`config.mk`:
```
export PLATFORM = sky130hd
export DESIGN_NAME = fill_seal_sequencer
export DESIGN_NICKNAME = d
export VERILOG_FILES = /design/src/rtl/fsm_line_pkg.sv /design/src/rtl/seq_timer.sv /design/src/rtl/fill_seal_sequencer.sv
export SDC_FILE = /design/constraint.sdc
export NUM_CORES = 1
export LEC_CHECK = 0
export CAP_MARGIN = 20
export CORE_MARGIN = 2
export CORE_UTILIZATION = 54
export DETAILED_ROUTE_END_ITERATION = 7
export HOLD_SLACK_MARGIN = 0.06
export PLACE_DENSITY = 0.79
export SYNTH_ARGS = -nofsm -noshare
export SYNTH_HDL_FRONTEND = slang
export SYNTH_HIERARCHICAL = 1
export SYNTH_SLANG_ARGS = --single-unit
export TNS_END_PERCENT = 1
```
`constraint.sdc`:
```
create_clock -name clk -period 2.7 [get_ports clk]
set_clock_uncertainty 0.15 [all_clocks]
set_input_delay 0.675 -clock clk [delete_from_list [all_inputs] [get_ports clk]]
set_output_delay 0.675 -clock clk [all_outputs]
set_load 0.01 [all_outputs]
```
`src/rtl/fsm_line_pkg.sv`:
```
// Shared definitions for the fill/seal line controllers: state encodings,
// fault codes and a small sizing helper for the timeout counter.
package fsm_line_pkg;

  // Sequencer states; code 3'd7 is deliberately left unused.
  typedef enum logic [2:0] {
    ST_IDLE      = 3'd0,
    ST_FILL_REQ  = 3'd1,
    ST_FILL_WAIT = 3'd2,
    ST_SEAL_WAIT = 3'd3,
    ST_NEXT      = 3'd4,
    ST_DONE      = 3'd5,
    ST_FAULT     = 3'd6
  } state_t;

  // Latched reason for entering FAULT.
  typedef enum logic [1:0] {
    FC_NONE         = 2'b00,
    FC_FILL_TIMEOUT = 2'b01,
    FC_SEAL_TIMEOUT = 2'b10,
    FC_PROTOCOL     = 2'b11
  } fault_code_t;

  // Container counter ceiling; the count sticks here rather than wrapping.
  localparam logic [7:0] COUNT_MAX = 8'd255;

  // Timer width that can represent (larger timeout - 1), never below 1 bit.
  function automatic int timer_width(input int a, input int b);
    int m;
    m = (a > b) ? a : b;
    return $clog2(m + 1);
  endfunction

endpackage

```
`src/rtl/seq_timer.sv`:
```
// Saturating up-counter used to time the fill and seal phases. A clear
// restarts it at zero; otherwise it climbs by one per cycle and parks at
// all-ones.
module seq_timer #(
  parameter int WIDTH = 10
) (
  input  logic             clk,
  input  logic             rst,
  input  logic             clear,
  output logic [WIDTH-1:0] value
);

  // Count up each cycle, restart on clear, hold at the ceiling.
  always_ff @(posedge clk) begin
    // NOTE: sequential state uses non-blocking assignment so every register
    // samples pre-edge values, independent of block ordering.
    if (!rst || clear) begin
      value <= '0;
    end else if (value != '1) begin
      value <= value + 1'b1;
    end
  end

endmodule

```
`src/rtl/fill_seal_sequencer.sv`:
```
// Batch sequencer for a fill-then-seal line. Each container is one fill
// request to the filler station followed by a wait for the sealer to accept
// the product. Both waits are guarded by timeouts; a sealer handshake seen
// while still filling is a protocol error. All outputs are registers.
module fill_seal_sequencer
  import fsm_line_pkg::*;
#(
  parameter int BATCH_SIZE   = 8,
  parameter int FILL_TIMEOUT = 1000,
  parameter int SEAL_TIMEOUT = 1000
) (
  input  logic       clk,
  input  logic       rst,
  input  logic       start,
  input  logic       stop,
  input  logic       lleno_flag,
  input  logic       productook,
  input  logic       fault_clr,
  output logic       startfill,
  output logic       seal_phase,
  output logic       busy,
  output logic       batch_done,
  output logic       fault,
  output logic [1:0] fault_code,
  output logic [7:0] count,
  output logic [2:0] state_indicator
);

  localparam int             TW         = timer_width(FILL_TIMEOUT, SEAL_TIMEOUT);
  localparam logic [TW-1:0]  FILL_LAST  = TW'(FILL_TIMEOUT - 1);
  localparam logic [TW-1:0]  SEAL_LAST  = TW'(SEAL_TIMEOUT - 1);
  localparam logic [7:0]     BATCH_LAST = 8'(BATCH_SIZE);

  state_t      state, state_nxt;
  fault_code_t code_q, code_nxt;
  logic [7:0]  count_nxt;
  logic [TW-1:0] timer;
  logic        timer_clear;

  // Any state change restarts the phase timer, so each wait is timed from
  // its own entry.
  assign timer_clear = (state_nxt != state);

  seq_timer #(
    .WIDTH (TW)
  ) u_timer (
    .clk   (clk),
    .rst   (rst),
    .clear (timer_clear),
    .value (timer)
  );

  // Next-state, next-count and next-fault-code decision.
  always_comb begin
    // NOTE: every signal driven here gets a default first; a path that
    // leaves one unassigned would infer a latch.
    state_nxt = state;
    code_nxt  = code_q;
    count_nxt = count;
    case (state)
      ST_IDLE: begin
        if (start) begin
          count_nxt = '0;
          state_nxt = ST_FILL_REQ;
        end
      end
      ST_FILL_REQ: state_nxt = ST_FILL_WAIT;
      ST_FILL_WAIT: begin
        // A sealer handshake while filling outranks a simultaneous fill-done.
        if (productook) begin
          state_nxt = ST_FAULT;
          code_nxt  = FC_PROTOCOL;
        end else if (lleno_flag) begin
          state_nxt = ST_SEAL_WAIT;
        end else if (timer == FILL_LAST) begin
          state_nxt = ST_FAULT;
          code_nxt  = FC_FILL_TIMEOUT;
        end
      end
      ST_SEAL_WAIT: begin
        if (productook) begin
          count_nxt = (count == COUNT_MAX) ? count : count + 8'd1;
          state_nxt = ST_NEXT;
        end else if (timer == SEAL_LAST) begin
          state_nxt = ST_FAULT;
          code_nxt  = FC_SEAL_TIMEOUT;
        end
      end
      ST_NEXT: begin
        // A full batch finishes normally even if stop is also requested.
        if (count == BATCH_LAST) begin
          state_nxt = ST_DONE;
        end else if (stop) begin
          state_nxt = ST_IDLE;
        end else begin
          state_nxt = ST_FILL_REQ;
        end
      end
      ST_DONE: state_nxt = ST_IDLE;
      ST_FAULT: begin
        if (fault_clr) begin
          state_nxt = ST_IDLE;
          code_nxt  = FC_NONE;
        end
      end
      default: state_nxt = ST_IDLE;  // unused code 7 falls back to IDLE
    endcase
  end

  // State register plus outputs registered from the upcoming state.
  always_ff @(posedge clk) begin
    if (!rst) begin
      state      <= ST_IDLE;
      code_q     <= FC_NONE;
      count      <= '0;
      startfill  <= 1'b0;
      seal_phase <= 1'b0;
      busy       <= 1'b0;
      batch_done <= 1'b0;
      fault      <= 1'b0;
    end else begin
      state      <= state_nxt;
      code_q     <= code_nxt;
      count      <= count_nxt;
      startfill  <= (state_nxt == ST_FILL_REQ);
      // seal_phase freezes at its current value while sitting in FAULT.
      seal_phase <= (state_nxt == ST_SEAL_WAIT) ||
                    ((state_nxt == ST_FAULT) && seal_phase);
      busy       <= state_nxt inside {ST_FILL_REQ, ST_FILL_WAIT, ST_SEAL_WAIT,
                                      ST_NEXT, ST_DONE};
      batch_done <= (state_nxt == ST_DONE);
      fault      <= (state_nxt == ST_FAULT);
    end
  end

  assign fault_code      = code_q;
  assign state_indicator = state;

endmodule

```
==> impl_metrics.yaml, run 1 <==
critical_path:
  crit_start: "state_indicator[0]"
  critical_path_arrival_ns: 1.63
  reg2reg_depth: 10
  crit_path_max_incr_delay_ns: 0.66
  cp-endpoint: "state_indicator[0]"
  required_ns: 1.88
  crit_fanout: 13
  worstSetupEndpointType: "primary output"
  worst_setup_path_start_kind: "register"
  r2r-start: "count[0]"
  r2r_setup_slack_ns: 0.25
  slowest_stage: "dfxtp_1"
  crit_family: "flip-flops"
  cp_cell_sequence: "clkdlybuf4s50_1"
  cp_num_buf_inv: 1
  worst-setup-path-type: "reg2out"
  reg2reg_to: "u_timer/value[1]"
  cp.depth: 1
global_routing:
  antenna_found_initial: 0
  overflow: 0
  grt_pass1_vias: 1410
  grt.total_usage_pct: 22.4
  grt_pass1_wl_mm: 6.22
  grt_max_degree: 17
yosys:
  yosysMostFrequentCell: "dfxtp_1"
  ys_top_cells_by_count: "dfxtp_1, nor2_1, a21oi_1, nand2_1, inv_1"
  synth_area_per_cell_um2: 9.12
  synth_top_area_share_pct: 33.0
  synth_nets: 196
  synth_area_leaders: "dfxtp_1, a21oi_1, a211oi_1, nor2_1, nand2_1"
  synth_edf_count: 0
  yosysWarnings: 6
  async_reset_ff_share_pct: 0
  synth_top_area_cell: "dfxtp_1"
  yosysUniqueCellTypes: 60
  ys_seq_area_share_pct: 33.0
  ys.flop_type: "dfxtp_1"
  synth-seq-cells: 28
  synth_area_um2: 1700
  synthCells: 186
pwr:
  p_seq_share_pct: 55.8
  power_density_nw_per_um2: 401
  leakage_uw: 0.000751
  pwr-share-comb_pct: 18.3
  p_sw_uw: 221
  internal-power_uw: 583
  clkPwrFrac_pct: 25.9
  ir_worst_vdd_uv: 189
  p_sw_share_pct: 27.5
die:
  rows: 20
  dieArea_um2: 3610
  start_util_pct: 56.0
  dieWidth_um: 60.1
  chipHeight_um: 60.1
  io_pins: 25
  core-area_um2: 3030
job:
  drv_cap: 0
timing:
  tns_ns: 0
  fmax_mhz: 407
  finalMaxSlewViolations: 0
  relSlewSlack_pct: 66.6
  fin_crit_ns: 2.46
  setup_slack_ns: 0.244
  final-hold-violation-count: 0
  setup_viol: 0
  finalCritPeriodShare_pct: 90.9
  rsz0062_at_grt: "no"
  worstMarginPinSlew_ns: 0.500
final_layout:
  fillerInstances: 253
  fin_util_pct: 66.2
  seq_area_um2: 561
  fin_cells: 259
  drive_above_1_share_pct: 16.7
  multi_input_area_um2: 991
  n_antenna_cell: 0
  stdcell_area_um2: 2000
  area_growth_pct: 18.1
  layout.nets: 226
cts:
  cts_max_level: 1
  clk_pin_slew_ns: 0.15
  insertion_delay_ns: 0.33
  cts_hold_buf: 0
  cts_tree: "yes"
  clock-sinks: 28
  cts_setup_buffers: 0
  clock_path_buffers: 2
  numCtsBuffers: 3
  cts_resized: 0
  root_buffer: "clkbuf_4"
min_path:
  worstHoldPathType: "reg2reg"
route:
  via_per_inst: 5.68
  drc: 0
  drtIter0Drc: 121
  drtAntennaViolNets: 0
  vias: 1471
  drt-total-wl_mm: 3.66
  drt_pass1_iterations: 4
  wl_per_cell_um: 14.1
placed_design:
  placed_area_um2: 1970
  gp_congestion: 0.868
  dp_cells: 255
  hpwl_mm: 2.75
  io_buffers: 24
  post-place-ws_ns: -0.0744
outcome:
  status: "complete, no violations"
## power by group through the flow
stage	clock network, µW	registers (µW)	logic [µW]
floorplan	0	451	98.0
global placement	0	456	142
detailed placement	0	458	145
CTS	216	449	146
global route	230	452	160
finish	208	448	147
## worst min-delay path by stage
| stage | depth (start not counted) | start | slack, ns | end |
|---|---|---|---|---|
| 2_1_floorplan | 2 | fault_code[1] | 0.33 | fault_code[1] |
| 3_3_place_gp | 2 | fault_code[0] | 0.29 | fault_code[0] |
| 3_5_place_dp | 2 | fault_code[0] | 0.30 | fault_code[0] |
| 4_1_cts | 2 | fault_code[1] | 0.32 | fault_code[1] |
| 5_1_grt | 2 | fault_code[1] | 0.34 | fault_code[1] |
| 6_report | 2 | fault_code[1] | 0.32 | fault_code[1] |
## flip-flops by register name, summed over array words and instances, names as in the netlist
name             flops
startfill            1
fault_code           2
state_indicator      3
batch_done           1
fault                1
seal_phase           1
busy                 1
u_timer/value       10
count                8
## kinds of logic (layout without fill, tap and decap cells)
group,Yosys count,in the layout,synth area share [%]
AND/OR/NAND/NOR,71,71,26.0
multiplexers,2,2,1.25
XOR/XNOR,7,7,3.61
buffers and inverters,22,51,8.55
AO/OA/AOI/OAI,53,53,25.4
flip-flops,28,28,33.0
adder cells (fa/ha/maj),3,3,2.21
## per-stage QoR
stage | total power, µW | hold slack, ns
3_3_place_gp | 598 | 0.293
5_1_grt | 843 | 0.336
3_5_place_dp | 603 | 0.301
6_report | 804 | 0.318
4_1_cts | 811 | 0.324
2_1_floorplan | 549 | 0.326
## layout make-up
type | count | area share, %
inverters | 14 | 2.62
multi-input cells | 136 | 49.5
repair buffers | 33 | 15.4
clock buffers | 4 | 1.81
well taps | 44 | 2.75
flip-flops and latches | 28 | 28.0
## worst register-to-register path: cells and delay by family (launching register included)
kind | cells | cell delay, ns
AOI/OAI and AO/OA | 5 | 0.85
DFF | 1 | 0.43
buffers and inverters | 1 | 0.08
and+or+nand+nor | 3 | 0.68
adders and majority gates | 1 | 0.20
## cells in the final DEF (no fill, tap or decap), types with 2 or more instances in the layout
cell type and count:
a2111oi_2 3, a211oi_1 9, a21o_1 2, a21oi_1 14, a311oi_1 2, a31oi_1 4
a41oi_1 2, and2_1 2, and4_1 3, buf_4 9, clkbuf_4 3, clkdlybuf4s50_1 24
dfxtp_1 28, ha_1 3, inv_1 13, nand2_1 14, nand3_1 9, nand4_1 3
nand4b_4 2, nor2_1 15, nor2b_1 2, nor3_1 2, o21ai_0 4, o31ai_1 2
or3_1 3, xnor2_1 6
## metal layers
metal	GRT usage, %	routed length, µm	share of wire, %	up-vias
met3	3.68	149	4.1	5
li1	-	-	-	746
met5	0	0	0	-
met1	29.0	1660	45	692
met2	36.8	1810	49	28
met4	8.89	45	1.2	0
Power figures use the tool's default switching activity.
==> run 2: changes to the inputs <==
- CORE_UTILIZATION: 54 -> 35
- PLACE_DENSITY: 0.79 -> not set
==> run 2 against run 1 <==
Effect of this change:
- count of clock-buffer cells in the layout shrank 1
- cell count rose by 4.6%
- die area rose by 50%
- first-iteration DRC count fell by 51%
- critical path type is now in2reg
- largest power group unchanged
==> impl_metrics.yaml, run 2 (synthesis results as in run 1) <==
route:
  drt_pass1_iterations: 4
  met1Wirelength_mm: 1.84
  drc: 0
  wl_met3_um: 118
  wl_met2_mm: 1.70
  vias: 1438
  top_layer: "met4"
  drtIter0Drc: 59
  drtAntennaViolNets: 0
  wl_per_cell_um: 13.5
  drt-total-wl_mm: 3.67
  via_per_inst: 5.31
critical_path:
  crit_start: "lleno_flag"
  crit_family: "simple AND/OR/NAND/NOR gates"
  cp_num_buf_inv: 1
  worst_setup_path_start_kind: "input pin"
  crit_path_max_incr_delay_ns: 0.41
  cp.depth: 9
  r2r-start: "count[1]"
  required_ns: 2.74
  worstSetupEndpointType: "register"
  crit_fanout: 6
  reg2reg_depth: 10
  slowest_stage: "clkdlybuf4s50_1"
  r2r_setup_slack_ns: 0.28
  cp-endpoint: "u_timer/value[1]"
  worst-setup-path-type: "in2reg"
  critical_path_arrival_ns: 2.52
  reg2reg_to: "u_timer/value[1]"
  cp_cell_sequence: "clkdlybuf4s50_1 -> or2_2 -> o41ai_2 -> o22ai_1 -> o21ai_0 -> nand3_1 -> or2b_2 -> a311o_2 -> o31ai_2"
final_layout:
  drive_above_1_share_pct: 18.4
  final_common_cell: "dfxtp_1"
  seq_area_um2: 562
  largest_reg_flops: 10
  fillerInstances: 466
  layout_common_cells: "dfxtp_1, clkdlybuf4s50_1, nor2_1, nand2_1, a21oi_1"
  area_growth_pct: 22.1
  multi_input_area_um2: 996
  top_register: "u_timer/value"
  stdcell_area_um2: 2070
  layout.nets: 228
  fin_cells: 271
  n_antenna_cell: 0
  fin_util_pct: 44.2
placed_design:
  hpwl_mm: 2.72
  io_buffers: 24
  placed_area_um2: 1990
  gp_congestion: 0.813
  post-place-ws_ns: -0.0745
  dp_cells: 267
pwr:
  ir_worst_vdd_uv: 259
  finalPower_uw: 932
  power_density_nw_per_um2: 450
  leakage_uw: 0.000777
cts:
  numCtsBuffers: 3
  clock_path_buffers: 2
  cts_setup_buffers: 0
  insertion_delay_ns: 0.28
  cts_tree: "yes"
  clk_pin_slew_ns: 0.10
  cts_max_level: 1
  clock-sinks: 28
  root_buffer: "clkbuf_8"
global_routing:
  antenna_found_initial: 0
  grt_max_degree: 17
  overflow: 0
  grt_pass1_vias: 1337
  grt_pass1_wl_mm: 6.42
  grt.total_usage_pct: 14.8
timing:
  rsz0062_at_grt: "no"
  setup_slack_ns: 0.220
  relSlewSlack_pct: 69.0
  finalMaxSlewViolations: 0
  fin_crit_ns: 2.48
  finalCritPeriodShare_pct: 91.8
  setup_viol: 0
  final-hold-violation-count: 0
  worstMarginPinSlew_ns: 0.464
  fmax_mhz: 403
die:
  io_pins: 25
  start_util_pct: 36.2
  dieWidth_um: 73.6
  core-area_um2: 4690
  dieArea_um2: 5420
  rows: 25
  chipHeight_um: 73.6
outcome:
  status: "complete, no violations"
min_path:
  worstHoldPathType: "reg2reg"
job:
  drv_cap: 0
[run 2: cell count changes in the layout (fill, tap and decap cells not counted)]
cell / change
clkbuf_8: +2
o31ai_2: +1
o31ai_1: -1
bufinv_16: +1
clkbuf_4: -3
dfxtp_1: -1
buf_4: +2
dfxtp_2: +1
[run 2: through the flow]
step	hold slack, ns	setup TNS, ns
2_1_floorplan	0.326	0
3_3_place_gp	0.294	-0.0293
3_5_place_dp	0.296	-0.187
4_1_cts	0.317	0
5_1_grt	0.338	0
6_report	0.308	0
[run 2: power by group]
| group | internal (µW) | switching [µW] | leakage [µW] | total (µW) |
|---|---|---|---|---|
| clock network | 199 | 136 | 0.0000357 | 334 |
| registers | 426 | 19.8 | 0.000227 | 446 |
| logic | 76.0 | 75.2 | 0.000514 | 151 |
| total | 701 | 231 | 0.000777 | 932 |
[run 2: layout make-up]
| class | instances | area share, % |
|---|---|---|
| well taps | 54 | 3.26 |
| clock buffers | 3 | 1.99 |
| multi-input cells | 136 | 48.1 |
| inverters | 14 | 2.54 |
| flip-flops and latches | 28 | 27.1 |
| clock inverters | 1 | 1.45 |
| repair buffers | 35 | 15.6 |
[run 2: worst min-delay path by stage]
stage                     cells past startpoint            end          start
after detailed placement                      2  fault_code[1]  fault_code[1]
final                                         2  fault_code[0]  fault_code[0]
after global placement                        2  fault_code[0]  fault_code[0]
after floorplan                               2  fault_code[1]  fault_code[1]
after global routing                          2  fault_code[0]  fault_code[0]
after CTS                                     2  fault_code[0]  fault_code[0]
[run 2: layer usage]
layer | vias to the layer above | track usage [%]
li1 | 749 | -
met1 | 659 | 21.4
met2 | 28 | 22.8
met3 | 2 | 3.16
met4 | 0 | 2.63
met5 | - | 0
[run 2: worst reg2reg max path: stages (launching register included)]
cell and delay [ns]:
dfxtp_1 0.40, inv_1 0.06, ha_1 0.17, and4bb_1 0.24, a21oi_1 0.20, o22ai_1 0.13, o21ai_0 0.15, nand3_1 0.08
or2b_2 0.35, a311o_2 0.33, o31ai_2 0.06
[run 2: repair_timing]
item | 4_1_cts | 5_1_grt
hold buffers | 0 | 0
resized for setup | 0 | 2
endpoints found under the setup margin | 0 | 1
